**src/rtl/seg_display_pkg.sv**
```systemverilog
// Shared types and constants for the two-digit seven-segment display path.
// Latency: n/a (declarations only).
// Backpressure: n/a.
package seg_display_pkg;

  typedef logic [7:0] char_t;

  typedef enum logic {
    IDLE,
    SCROLL
  } state_t;

  // ASCII space shown on a digit that has no character to display.
  localparam char_t BLANK_CHAR = 8'h20;

endpackage

```
**src/rtl/seg_step_timer.sv**
```systemverilog
// Dwell counter: counts enabled cycles and ticks once per TICKS_PER_STEP of them.
// Latency: tick is combinational in the cycle the counter sits at its terminal count.
// Backpressure: none; a low enable holds the count, clear restarts it from zero.
module seg_step_timer #(
  parameter int TICKS_PER_STEP = 12_500_000
) (
  input  logic i_Clk,
  input  logic i_Rst,
  input  logic enable,
  input  logic clear,
  output logic tick
);

  localparam int CW = $clog2(TICKS_PER_STEP);
  localparam logic [CW-1:0] LAST = CW'(TICKS_PER_STEP - 1);

  logic [CW-1:0] count;

  // Clear wins over a terminal-count tick so a restart never advances a step.
  assign tick = enable && !clear && (count == LAST);

  // Count enabled cycles, wrapping to zero on the terminal count.
  always_ff @(posedge i_Clk) begin
    if (i_Rst || clear) begin
      count <= '0;
    end else if (enable) begin
      count <= tick ? '0 : count + CW'(1);
    end
  end

endmodule

```
**src/rtl/segment_text_scroller.sv**
```systemverilog
// Message buffer and scroll sequencer feeding the two digit character decoders.
// Latency: character/busy/done outputs registered, one cycle after the deciding edge.
// Backpressure: o_load_ready low (scrolling or buffer full) drops writes silently.
module segment_text_scroller
  import seg_display_pkg::*;
#(
  parameter int MSG_DEPTH      = 16,
  parameter int TICKS_PER_STEP = 12_500_000
) (
  input  logic       i_Clk,
  input  logic       i_Rst,
  input  logic       i_load_valid,
  input  logic [7:0] i_load_char,
  output logic       o_load_ready,
  input  logic       i_clear,
  input  logic       i_start,
  input  logic       i_stop,
  input  logic       i_pause,
  input  logic       i_loop,
  output logic [7:0] o_char_left,
  output logic [7:0] o_char_right,
  output logic       o_busy,
  output logic       o_done
);

  // Step index and length both span 0..MSG_DEPTH; buffer index spans 0..MSG_DEPTH-1.
  localparam int KW = $clog2(MSG_DEPTH + 1);
  localparam int IW = $clog2(MSG_DEPTH);
  localparam logic [KW-1:0] DEPTH_K = KW'(MSG_DEPTH);

  state_t        state, stateNext;
  logic [KW-1:0] len, lenNext;
  logic [KW-1:0] k, kNext;
  char_t         msg [MSG_DEPTH];
  logic          writeEn;
  logic          timerClear;
  logic          timerEnable;
  logic          stepTick;
  logic          doneNext;
  char_t         leftNext, rightNext;

  assign o_load_ready = (state == IDLE) && (len < DEPTH_K);

  // Dwell only runs while scrolling and not paused.
  assign timerEnable = (state == SCROLL) && !i_pause;

  seg_step_timer #(
    .TICKS_PER_STEP(TICKS_PER_STEP)
  ) u_step_timer (
    .i_Clk (i_Clk),
    .i_Rst (i_Rst),
    .enable(timerEnable),
    .clear (timerClear),
    .tick  (stepTick)
  );

  // Next-state logic: load/clear/start in IDLE, stop/step advance in SCROLL.
  always_comb begin
    stateNext  = state;
    lenNext    = len;
    kNext      = k;
    writeEn    = 1'b0;
    timerClear = 1'b0;
    doneNext   = 1'b0;
    case (state)
      IDLE: begin
        if (i_clear) begin
          lenNext = '0;
        end else if (i_load_valid && o_load_ready) begin
          writeEn = 1'b1;
          lenNext = len + KW'(1);
        end
        // Start qualifies on the length held before any same-cycle write.
        if (i_start && !i_clear && (len != '0)) begin
          stateNext  = SCROLL;
          kNext      = '0;
          timerClear = 1'b1;
        end
      end
      SCROLL: begin
        if (i_stop) begin
          stateNext  = IDLE;
          kNext      = '0;
          timerClear = 1'b1;
        end else if (stepTick) begin
          if (k != len) begin
            kNext = k + KW'(1);
          end else if (i_loop) begin
            kNext = '0;
          end else begin
            stateNext = IDLE;
            kNext     = '0;
            doneNext  = 1'b1;
          end
        end
      end
      default: begin
        stateNext = IDLE;
        kNext     = '0;
      end
    endcase
  end

  // Window mux for the step that will be current after this edge.
  always_comb begin
    leftNext  = BLANK_CHAR;
    rightNext = BLANK_CHAR;
    if (stateNext == SCROLL) begin
      if (kNext != '0) begin
        leftNext = msg[IW'(kNext - KW'(1))];
      end
      if (kNext != lenNext) begin
        rightNext = msg[IW'(kNext)];
      end
    end
  end

  // Control state and registered display outputs.
  always_ff @(posedge i_Clk) begin
    if (i_Rst) begin
      state        <= IDLE;
      len          <= '0;
      k            <= '0;
      o_char_left  <= BLANK_CHAR;
      o_char_right <= BLANK_CHAR;
      o_busy       <= 1'b0;
      o_done       <= 1'b0;
    end else begin
      state        <= stateNext;
      len          <= lenNext;
      k            <= kNext;
      o_char_left  <= leftNext;
      o_char_right <= rightNext;
      o_busy       <= (stateNext == SCROLL);
      o_done       <= doneNext;
    end
  end

  // Message storage; contents beyond len are never displayed, so no reset needed.
  always_ff @(posedge i_Clk) begin
    if (writeEn) begin
      msg[IW'(len)] <= i_load_char;
    end
  end

endmodule

```
**config.mk**
```make
export PLATFORM = sky130hd
export DESIGN_NAME = segment_text_scroller
export DESIGN_NICKNAME = d
export VERILOG_FILES = /design/src/rtl/seg_display_pkg.sv /design/src/rtl/seg_step_timer.sv /design/src/rtl/segment_text_scroller.sv
export SDC_FILE = /design/constraint.sdc
export NUM_CORES = 1
export LEC_CHECK = 0
export CAP_MARGIN = 25
export CORE_MARGIN = 4
export CORE_UTILIZATION = 55
export DETAILED_ROUTE_END_ITERATION = 10
export GPL_TIMING_DRIVEN = 1
export HOLD_SLACK_MARGIN = 0.05
export PLACE_DENSITY = 0.8
export SLEW_MARGIN = 20
export SYNTH_ARGS = -nofsm -noshare
export SYNTH_HDL_FRONTEND = slang
export SYNTH_HIERARCHICAL = 1
export SYNTH_SLANG_ARGS = --single-unit
```
**constraint.sdc**
```tcl
create_clock -name i_Clk -period 6.38 [get_ports i_Clk]
set_input_delay 0.638 -clock i_Clk [delete_from_list [all_inputs] [get_ports i_Clk]]
set_output_delay 0.638 -clock i_Clk [all_outputs]
set_load 0.03 [all_outputs]
```
# Word level (Yosys, flattened, before mapping)
# Memory sizes are Yosys's and may differ from the RTL's. A register that Yosys moved wholly into a read port is not among the register bits.
# Index checks and enable logic that the tools add are counted.
# W data, S select, Z words.
[totals] ramBits=128 wordCells=58 ff_bits=36 memories=1 output_inout_bits=19
[op_classes] n_reduce_logical=16 n_addsub=4 order_cmp=1 n_eq_ne=3 mux=23 bitwise=5
[memory_table] memory="msg" depth=16 word_bits=8 read_ports=2 rd_ports_with_merged_regs=2 wr=1 line="segment_text_scroller.sv:34" rtl="char_t msg [MSG_DEPTH];"
[op_table] cell="$mux W5" count=7
[op_table] cell="$add A24 B1 Y24 const B" count=1
[op_table] cell="$eq A24 B24 Y1 const B" count=1
[op_table] cell="$mux W24" count=1
[op_table] cell="$mux W1" count=12
[op_table] cell="$add A5 B1 Y5 const B" count=2
[op_table] cell="$ne A5 B5 Y1" count=2
[op_table] cell="$pmux W5 S2" count=1
[op_table] cell="$reduce_bool A5 Y1" count=2
[op_table] cell="$logic_and A1 B1 Y1" count=7
[op_table] cell="$reduce_or A3 Y1" count=2
[op_table] cell="$lt A5 B5 Y1 const B" count=1
[op_table] cell="$not A1 Y1" count=5
[op_table] cell="$reduce_or A5 Y1" count=1
[op_table] cell="$pmux W1 S2" count=2
[op_table] cell="$sub A4 B1 Y4 const B" count=1
[op_table] cell="$logic_not A1 Y1" count=3
[op_table] cell="$logic_or A1 B1 Y1" count=1

# Depth between registers and ports, before layout
[logic_depth] word_depth=14 depth_mapped=22

# Cells and area by module
# Netlist, hierarchy kept.
[by_module_without_submodules] module="segment_text_scroller" area_each_um2=7385.8 cells_each=604 n_inst=1
[by_module_without_submodules] module="seg_step_timer" area_each_um2=1167.4 cells_each=133 n_inst=1

# Least setup slack after synthesis
# OpenSTA, ideal clock, no wires.
[synth_path] kind="register to register" from="reg len[0]" to="reg o_char_left[1], read port of msg" n_path_buf=5 setup_time_ps=123 period_less_slack_ps=4989 slack_ps=1391 required_time_ps=6257 arrival_time_ps=4866 stages_incl_launch_ff=23 cell_sequence="dfxtp_1 > inv_1 > ha_1 > or4b_4 > a21oi_4 > nor2_1 > nor4_1 > nand4_1 > nor3_1 > o21ai_0 > a22o_1 > nand2_1 > nand2_1 > inv_2 > buf_4 > buf_2 > buf_2 > ha_1 > clkbuf_1 > clkbuf_1 > mux4_2 > mux2i_1 > o22ai_1"
[synth_via] elab_chain_cells=13 word_cells_on_any_way=22 classes_between="add/sub (1); eq/ne (1); mux (11); bitwise (2); reduce/logical (7)"
[synth_lines] item="start, declared" line="segment_text_scroller.sv:32" rtl="logic [KW-1:0] len, lenNext;"
[synth_lines] item="start signal, assigned" line="segment_text_scroller.sv:130" rtl="len <= lenNext;"
[synth_lines] item="$reduce_bool A5 Y1 *" line="segment_text_scroller.sv:74" rtl="if (i_start && !i_clear && (len != '0)) begin"
[synth_lines] item="$logic_and A1 B1 Y1 *" line="segment_text_scroller.sv:74"
[synth_lines] item="$mux W1 *" line="segment_text_scroller.sv:74"
[synth_lines] item="$pmux W1 S2 *" line="segment_text_scroller.sv:65" rtl="case (state)"
[synth_lines] item="via timerClear" line="segment_text_scroller.sv:36" rtl="logic timerClear;"
[synth_lines] item="$logic_not A1 Y1 *" line="seg_step_timer.sv:20" rtl="assign tick = enable && !clear && (count == LAST);"
[synth_lines] item="$logic_and A1 B1 Y1 * (2 in a row)" line="seg_step_timer.sv:20"
[synth_lines] item="via stepTick" line="segment_text_scroller.sv:38" rtl="logic stepTick;"
[synth_lines] item="branches (longest 6 deep; another with $sub A4 B1 Y4)"
[synth_lines] item="end, declared" line="segment_text_scroller.sv:20" rtl="output logic [7:0] o_char_left,"
# Mark *: on every way through the listed nets, which the timed path passes.
# A chain may end at the register's enable or synchronous reset.

# Worst setup path in the final report
[layout_path] from="reg len[0]" to="reg o_char_left[5], read port of msg"
# Same word-level chain as after synthesis.

==> flow_summary.json <==
{
  "status": "finished clean",
  "gp_congestion": 0.936,
  "m1WireLength_um": 8440,
  "die_height_um": 133,
  "rsz0062_at_grt": "false",
  "ys_ff_latch": 180,
  "powerDensity_mw_per_mm2": 239,
  "synth.area.mux_share_pct": 10.8,
  "cap_violations": 0,
  "final.period_utilization_pct": 85.4,
  "grt_max_degree": 66,
  "finalClockSkew_ps": 11.8,
  "grt_pass1_wl_um": 32500,
  "grt_pass1_vias": 5949,
  "timing.rr.end": "o_char_left[5]",
  "die_area_mm2": 0.0176,
  "fin_crit_ps": 5450,
  "final_area_mm2": 0.00955,
  "syn_area_mm2": 0.00855,
  "hold_viol_final": 0,
  "rrSetupSlack_ps": 930,
  "drv_slew": 0,
  "vias": 6137,
  "drc_errors": 0,
  "drtAntennaViolNets": 0,
  "start_util_pct": 56.3,
  "clk_latency_ps": 440,
  "die_w_um": 133,
  "path_clk_slew_ps": 60,
  "most-common-layout-cells": "nand2_1, edfxtp_1, nand3_1, dfxtp_1, nor2_1",
  "postLayoutCoreUtil_pct": 62.8,
  "netlist.area_leader.share_pct": 44.9,
  "max_freq_mhz": 184,
  "max_stage_delay_ps": 680,
  "clockRootBuffer": "clkbuf_16",
  "ctsHoldBuffers": 0,
  "post_dp_cell_area_mm2": 0.00899,
  "vias_per_cell": 6.39,
  "synth_fp_nets": 760,
  "met2WireLength_um": 10200,
  "cp-end-kind": "flop",
  "synth_seq_area_share_pct": 57.1,
  "power_leakage_nw": 3.18,
  "synthArstFlopShare_pct": 0,
  "antenna_found_initial": 0,
  "cp.arrival_ps": 5780,
  "syn2layout_area_growth_pct": 11.6,
  "ys_warn_count": 6,
  "wire_per_inst_um": 22.0,
  "overflow": 0,
  "diodes": 0,
  "synth_area_leaders": "edfxtp_1, dfxtp_1, mux4_2",
  "final_common_cell": "nand2_1",
  "crit_type": "flop to flop",
  "cp.required_ps": 6710,
  "r2r_start": "len[0]",
  "finalWirelength_um": 21100,
  "route.met3.wl_um": 1930,
  "netlist_instances": 737,
  "syn_area_per_cell_um2": 11.6,
  "cp_max_fo": 30,
  "synth_edf_count": 128,
  "worstMarginPinSlew_ps": 1140,
  "drt_iter0_drc": 593,
  "hp-class": "flop to flop",
  "synth_compound_area_share_pct": 6.14,
  "synth_area_leader_cell": "edfxtp_1",
  "final.setup.tns_ps": 0,
  "critPathBufInv": 3,
  "cts_buffers": 17,
  "coreArea_mm2": 0.0152,
  "post_cts.repair.setup_buffers": 0,
  "path_cells": "inv_1 > ha_1 > or4b_4 > a21oi_4 > nor2_1 > nor4_1 > nand4_1 > nor3_1 > o21ai_0 > a22o_1 > a32o_1 > clkinv_2 > buf_4 > nand3_2 > xnor2_4 > mux2_1 > o22a_1",
  "synth_top_family_by_area": "simple AND/OR/NAND/NOR gates",
  "r2r_cells": 17,
  "synthSimpleGateAreaFrac_pct": 19.6,
  "synth_fa_ha_area_share_pct": 1.02,
  "top_layer_used": "met4",
  "fin_total_pwr_w": 0.00229,
  "cp-endpoint": "o_char_left[5]",
  "cts_resized": 0,
  "fill_cells": 1093,
  "rows": 45,
  "layout.nets": 782,
  "drive_gt1_share_pct": 12.0,
  "crit_path_start": "len[0]",
  "whs_path_depth": 2,
  "grt_usage_pct": 24.2,
  "slowest_stage": "nor3_1",
  "crit_family": "simple AND/OR/NAND/NOR gates",
  "relSlewSlack_pct": 23.7,
  "clkSinkCount": 180,
  "cp.depth": 17,
  "timing.hold.ws_ps": 488,
  "cts_tree": "done",
  "synth-xor-area-share_pct": 2.57,
  "dp_hpwl_um": 14000,
  "synth_flop_cell": "edfxtp_1",
  "synth.distinct_cells": 68,
  "setup_viol": 0,
  "startpoint_type": "flop",
  "port_buffers": 34,
  "ir_drop_v": 0.000210,
  "clock_path_buffers": 2,
  "dr.pass1.iters": 5,
  "pin_count": 35,
  "cts_max_level": 4
}
flip-flops by register name (all words and copies together), names as in the netlist:
name                count
o_char_left             8
u_step_timer/count     24
k                       5
o_char_right            8
state                   1
o_done                  1
msg                   128
len                     5
through the flow:
step / worst slack (ps) / instances
finish: 931 / 960
global route: 598 / 960
CTS: 1010 / 958
detailed placement: 877 / 926
global placement: 1080 / 926
floorplan: 1390 / 737
power by group:
group	total, W	switching [W]	internal, W
Sequential	0.00126	0.00000295	0.00125
Combinational	0.0000491	0.0000317	0.0000174
Clock	0.000979	0.000441	0.000538
synth_stat cells, types with 6 or more instances:
library cell / number
xor2_1: 6
o21ai_0: 13
mux2i_1: 18
o211ai_1: 9
nor2b_1: 6
a41oi_1: 8
xnor2_1: 16
inv_1: 6
nand4_1: 8
edfxtp_1: 128
clkbuf_1: 17
mux4_2: 32
nand2_1: 152
nand3_1: 90
nor2_1: 48
dfxtp_1: 52
o31ai_1: 6
buf_2: 16
a21oi_1: 12
o22ai_1: 7
ha_1: 7
worst min-delay path, cell delays in order (launching register included):
cell	delay (ps)
dfxtp_1	320
o31ai_1	60
a21oi_1	60
how the worst min path moves through the flow:
stage / startpoint / endpoint / slack (ps)
after global routing: u_step_timer/count[23] / u_step_timer/count[23] / 540
after floorplan: u_step_timer/count[23] / u_step_timer/count[23] / 450
final: u_step_timer/count[23] / u_step_timer/count[23] / 490
after CTS: u_step_timer/count[23] / u_step_timer/count[23] / 490
after detailed placement: u_step_timer/count[23] / u_step_timer/count[23] / 480
after global placement: u_step_timer/count[23] / u_step_timer/count[23] / 460
cells by family after synthesis:
logic type | after synthesis
AND/OR/NAND/NOR | 355
flip-flops | 180
AO/OA/AOI/OAI | 72
multiplexers | 52
buffers and inverters | 48
XOR/XNOR | 23
adder cells (fa/ha/maj) | 7
routing by layer:
metal | track usage [%] | vias up
li1 | - | 2788
met1 | 32.0 | 2982
met2 | 38.8 | 327
met3 | 6.01 | 40
met4 | 9.24 | 0
met5 | 0 | -
cell type report:
class	instances	area, um^2	share of cell area [%]
flip-flops and latches	180	4880	51.2
multi-input cells	509	3440	36.0
well taps	188	235	2.46
repair buffers	43	408	4.27
inverters	8	33.8	0.354
clock inverters	12	109	1.14
clock buffers	20	437	4.57
Note: power is estimated with default switching activity, not from simulation.
